--- config.mk ---
export PLATFORM = sky130hd
export DESIGN_NAME = rr_hold_arbiter_flat
export DESIGN_NICKNAME = d
export VERILOG_FILES = /design/src/rtl/rr_hold_arbiter_if.sv /design/src/rtl/rr_hold_arbiter.sv /design/src/flat_wrapper.sv
export SDC_FILE = /design/constraint.sdc
export NUM_CORES = 1
export LEC_CHECK = 0
export ABC_AREA = 1
export CELL_PAD_IN_SITES_DETAIL_PLACEMENT = 1
export CELL_PAD_IN_SITES_GLOBAL_PLACEMENT = 2
export CORE_UTILIZATION = 32
export CTS_BUF_LIST = sky130_fd_sc_hd__clkbuf_8
export CTS_CLUSTER_DIAMETER = 100
export DETAILED_ROUTE_END_ITERATION = 10
export PLACE_DENSITY_LB_ADDON = 0.1
export SYNTH_ARGS = -nofsm -noshare
export SYNTH_HDL_FRONTEND = slang
export SYNTH_SLANG_ARGS = --single-unit
--- constraint.sdc ---
create_clock -name clk_i -period 3 [get_ports clk_i]
set_clock_uncertainty 0.1 [all_clocks]
set_input_delay 0.45 -clock clk_i [delete_from_list [all_inputs] [get_ports clk_i]]
set_output_delay 0.45 -clock clk_i [all_outputs]
set_load 0.02 [all_outputs]
--- src/rtl/rr_hold_arbiter_if.sv ---
// rr_hold_arbiter_if: requester/resource signals shared between the arbiter and its users
interface rr_hold_arbiter_if #(
    parameter int NUM_PORTS = 4
);
    logic [NUM_PORTS-1:0]         req_i;
    logic                         done_i;
    logic [NUM_PORTS-1:0]         gnt_o;
    logic                         gnt_valid_o;
    logic [$clog2(NUM_PORTS)-1:0] gnt_id_o;
    modport master (output req_i, done_i, input gnt_o, gnt_valid_o, gnt_id_o);
    modport slave  (input req_i, done_i, output gnt_o, gnt_valid_o, gnt_id_o);
endinterface

--- src/rtl/rr_hold_arbiter.sv ---
// rr_hold_arbiter: registered round-robin arbiter with grant hold and a contended hold budget
module rr_hold_arbiter #(
    parameter int NUM_PORTS = 4,
    parameter int MAX_HOLD  = 16
) (
    input  logic                clk_i,
    input  logic                rst_i,
    rr_hold_arbiter_if.slave    bus
);
    localparam int IW = $clog2(NUM_PORTS);
    localparam int CW = (MAX_HOLD > 1) ? $clog2(MAX_HOLD) : 1;
    typedef enum logic {S_IDLE, S_GRANT} state_t;
    state_t               r_state, w_state;
    logic [NUM_PORTS-1:0] r_gnt, w_gnt;
    logic                 r_valid, w_valid;
    logic [IW-1:0]        r_id, w_id, r_ptr, w_ptr, w_win;
    logic [CW-1:0]        r_cnt, w_cnt;
    logic                 w_found, w_others, w_rel;
    // descending scan so the port closest above ptr is written last and wins
    always_comb begin
        w_found = 1'b0;
        w_win   = '0;
        for (int k = NUM_PORTS - 1; k >= 0; k--) begin
            int s;
            s = int'(r_ptr) + k;
            if (s >= NUM_PORTS) s = s - NUM_PORTS;
            if (bus.req_i[s]) begin
                w_found = 1'b1;
                w_win   = IW'(s);
            end
        end
    end
    assign w_others = |(bus.req_i & ~r_gnt);
    assign w_rel    = !bus.req_i[r_id] || bus.done_i || (r_cnt == CW'(MAX_HOLD - 1) && w_others);
    always_comb begin
        w_state = r_state;
        w_gnt   = r_gnt;
        w_valid = r_valid;
        w_id    = r_id;
        w_ptr   = r_ptr;
        w_cnt   = r_cnt;
        if (r_state == S_IDLE) begin
            if (w_found) begin
                w_state = S_GRANT;
                w_gnt   = {{(NUM_PORTS-1){1'b0}}, 1'b1} << w_win;
                w_valid = 1'b1;
                w_id    = w_win;
                w_cnt   = '0;
                w_ptr   = (w_win == IW'(NUM_PORTS - 1)) ? '0 : w_win + 1'b1;
            end
        end else if (w_rel) begin
            w_state = S_IDLE;
            w_gnt   = '0;
            w_valid = 1'b0;
            w_id    = '0;
            w_cnt   = '0;
        end else begin
            w_cnt = (r_cnt == CW'(MAX_HOLD - 1)) ? r_cnt : r_cnt + 1'b1;
        end
    end
    always_ff @(posedge clk_i) begin
        if (rst_i) begin
            r_state <= S_IDLE;
            r_gnt   <= '0;
            r_valid <= 1'b0;
            r_id    <= '0;
            r_ptr   <= '0;
            r_cnt   <= '0;
        end else begin
            r_state <= w_state;
            r_gnt   <= w_gnt;
            r_valid <= w_valid;
            r_id    <= w_id;
            r_ptr   <= w_ptr;
            r_cnt   <= w_cnt;
        end
    end
    assign bus.gnt_o       = r_gnt;
    assign bus.gnt_valid_o = r_valid;
    assign bus.gnt_id_o    = r_id;
endmodule

--- src/flat_wrapper.sv ---
// flat-port wrapper written by rule: the top's interface ports become plain ports
module rr_hold_arbiter_flat 
#(
    parameter int NUM_PORTS = 4,
    parameter int MAX_HOLD  = 16
)
  (clk_i, rst_i, bus_req_i, bus_done_i, bus_gnt_o, bus_gnt_valid_o, bus_gnt_id_o);
  rr_hold_arbiter_if #(.NUM_PORTS(NUM_PORTS)) bus_i ();
  input  logic clk_i;
  input  logic rst_i;
  input wire logic [$bits(bus_i.req_i)-1:0] bus_req_i;
  input wire logic [$bits(bus_i.done_i)-1:0] bus_done_i;
  output wire logic [$bits(bus_i.gnt_o)-1:0] bus_gnt_o;
  output wire logic [$bits(bus_i.gnt_valid_o)-1:0] bus_gnt_valid_o;
  output wire logic [$bits(bus_i.gnt_id_o)-1:0] bus_gnt_id_o;
  assign bus_i.req_i = bus_req_i;
  assign bus_i.done_i = bus_done_i;
  assign bus_gnt_o = bus_i.gnt_o;
  assign bus_gnt_valid_o = bus_i.gnt_valid_o;
  assign bus_gnt_id_o = bus_i.gnt_id_o;
  rr_hold_arbiter #(.NUM_PORTS(NUM_PORTS), .MAX_HOLD(MAX_HOLD)) u_core (.clk_i(clk_i), .rst_i(rst_i), .bus(bus_i));
endmodule
==> impl_metrics.toml <==
[final_layout]
fillers = 411
drive_gt1_share_pct = 18.9
antenna_cells = 0
areaGrowthSynthToFinish_pct = 22.0
fin_util_pct = 41.2
final_nets = 193
fin_area_um2 = 1270

[worst_setup_path]
worst-path-max-fanout = 4
r2r_setup_slack_ns = 0.82
end_kind = "register"
path_class = "input port to register"
crit_required_ns = 3.04
cp_data_arrival_time_ns = 2.29
cp-start-kind = "input port"
reg2regPathDepth = 14

[routing]
finalWirelength_um = 2820
drt-initial-drc-count = 31
vias_per_cell = 4.75
post-route-drc-count = 0
vias = 1065
drt-wirelength-per-cell_um = 12.6
dr.pass1.iters = 3
antenna_left = 0

[cts]
cts_resized = 0
clockBufferDepth = 2
clkLatencyLatePin_ns = 0.25
clkSlewWorstSetupHoldPaths_ns = 0.06
cts_tree = "done"
cts-buffers-inserted = 3
root_buffer = "clkbuf_8"
cts_sinks = 14
htreeDepth = 1
ctsHoldBuffers = 0
cts_setup_buffers = 0

[timing]
rsz0062_at_grt = "no"
fin_tns_setup_ns = 0
max_freq_mhz = 443
finalCritPeriodShare_pct = 75.2
setup_violations = 0
fin_crit_ns = 2.26
slew_viol_final = 0
worst_pin_slew_ns = 0.465
slew_headroom_pct = 69.0
hold_viol = 0
worst_slack_ns = 0.744

[global_route]
grt_pass1_vias = 1050
grt_util_all_layers_pct = 18.6
grt_overflow = 0
grt_pass1_wl_um = 4800
grt_antenna_before_repair = 0
grt_max_degree = 11

[floorplanning]
die_x_um = 59
fp.dieH_um = 59
boundaryPins = 14
die_area_um2 = 3480
num_rows = 20
start_util_pct = 33.8
core_region_area_um2 = 3080

[placed_design]
port_buffers = 13
dp_hpwl_um = 2370
post-place-ws_ns = 0.485
gp_congestion = 0.853
place_area_um2 = 1210

[worst_hold_path]
whs_path_depth = 2
min_path_type = "register to register"

[power_and_ir_drop]
peakVddDrop_uv = 345
p_leak_nw = 0.617
p_total_mw = 1.31
power.density_nw_per_um2 = 1030

[logic_synthesis]
syn_nets = 176
synth-seq-cells = 14
synth.avg_cell_area_um2 = 6.34
synth_cell_types = 20
ys_seq_area_share_pct = 27.0
synth_cells = 164
synth_area_um2 = 1040
yosysWarningCount = 0

[job]
maxCapViolCount = 0

[status]
status = "finished clean"
[metal layers]
metal | vias up | share of wire, % | track usage, % | routed length [µm]
met1 | 510 | 44 | 21.0 | 1250
met2 | 9 | 53 | 35.9 | 1480
met3 | 2 | 2.5 | 3.93 | 70
met5 | - | 0 | 0 | 0
met4 | 0 | 0.43 | 3.06 | 12
li1 | 544 | - | - | -
[synth_stat cells]
cell | count | area share [%]
inv_1 | 18 | 6.5
nand2_1 | 60 | 22
inv_2 | 5 | 1.8
nor2_2 | 3 | 1.8
nor2_4 | 1 | 1.1
nand2_2 | 9 | 5.4
nand2_4 | 3 | 3.2
nand3b_1 | 1 | 0.72
buf_6 | 1 | 1.1
inv_6 | 1 | 0.84
or2_2 | 1 | 0.60
a21oi_1 | 7 | 3.4
ha_1 | 5 | 6.0
dfxtp_1 | 14 | 27
o21ai_1 | 2 | 0.96
o21ai_0 | 2 | 0.96
o21ai_2 | 7 | 5.9
nand3_1 | 8 | 3.9
nand4_1 | 6 | 3.6
nor2_1 | 10 | 3.6
[path summary, 6_finish.rpt]
check | startpoint | end
max reg2reg | u_core.r_ptr[0] | u_core.r_ptr[1]
min | u_core.bus.gnt_valid_o | u_core.bus.gnt_valid_o
min reg2reg | u_core.bus.gnt_valid_o | u_core.bus.gnt_valid_o
max | bus_req_i[1] | u_core.r_ptr[1]
[cells in the final DEF (no fill, tap or decap), types with 2 or more instances in the layout]
cell type	count
clkbuf_8	4
o21ai_0	2
nand2_1	60
inv_2	5
nor2_2	3
o21ai_1	2
nand4_1	6
nor2_1	10
clkdlybuf4s50_1	13
inv_1	18
a21oi_1	7
dfxtp_1	14
nand2_4	3
o21ai_2	7
nand3_1	8
ha_1	5
nand2_2	9
[logic make-up after synthesis]
group | after synthesis | synth area share, %
flip-flops | 14 | 27.0
adder cells (fa/ha/maj) | 5 | 6.02
buffers and inverters | 25 | 10.2
AO/OA/AOI/OAI | 18 | 11.2
AND/OR/NAND/NOR | 102 | 45.6
[registers in the layout (all words and copies together), names as in the netlist]
signal                  count
u_core.bus.gnt_valid_o      1
u_core.bus.gnt_id_o         2
u_core.r_ptr                2
u_core.r_cnt                4
u_core.r_state              1
u_core.bus.gnt_o            4
[worst max-delay path, cell delays in order]
cell             delay (ns)
clkdlybuf4s50_1        0.56
nand2_2                0.08
nand2_1                0.09
nand2_1                0.10
nand2_2                0.12
inv_2                  0.05
nand2_1                0.07
nand3_1                0.12
nand2_2                0.12
inv_2                  0.05
ha_1                   0.29
o21ai_1                0.14
a21oi_1                0.05
[stage by stage]
step / instances / hold slack [ns]
2_1_floorplan: 164 / 0.350
3_3_place_gp: 220 / 0.349
3_5_place_dp: 220 / 0.361
4_1_cts: 224 / 0.373
5_1_grt: 224 / 0.407
6_report: 224 / 0.373
[area by class of cell]
cell class / instances / area [µm²] / share of cell area [%]
clock buffer: 4 / 55.1 / 4.34
tap: 44 / 55.1 / 4.34
inverter: 24 / 95.1 / 7.50
multi-input combinational: 125 / 653 / 51.5
sequential: 14 / 280 / 22.1
timing repair buffer: 13 / 130 / 10.3
[power breakdown]
part | switching, mW | internal (mW)
Sequential | 0.0812 | 0.256
Combinational | 0.507 | 0.282
Clock | 0.0685 | 0.116
Total | 0.657 | 0.655
(Power assumes the default switching activity.)
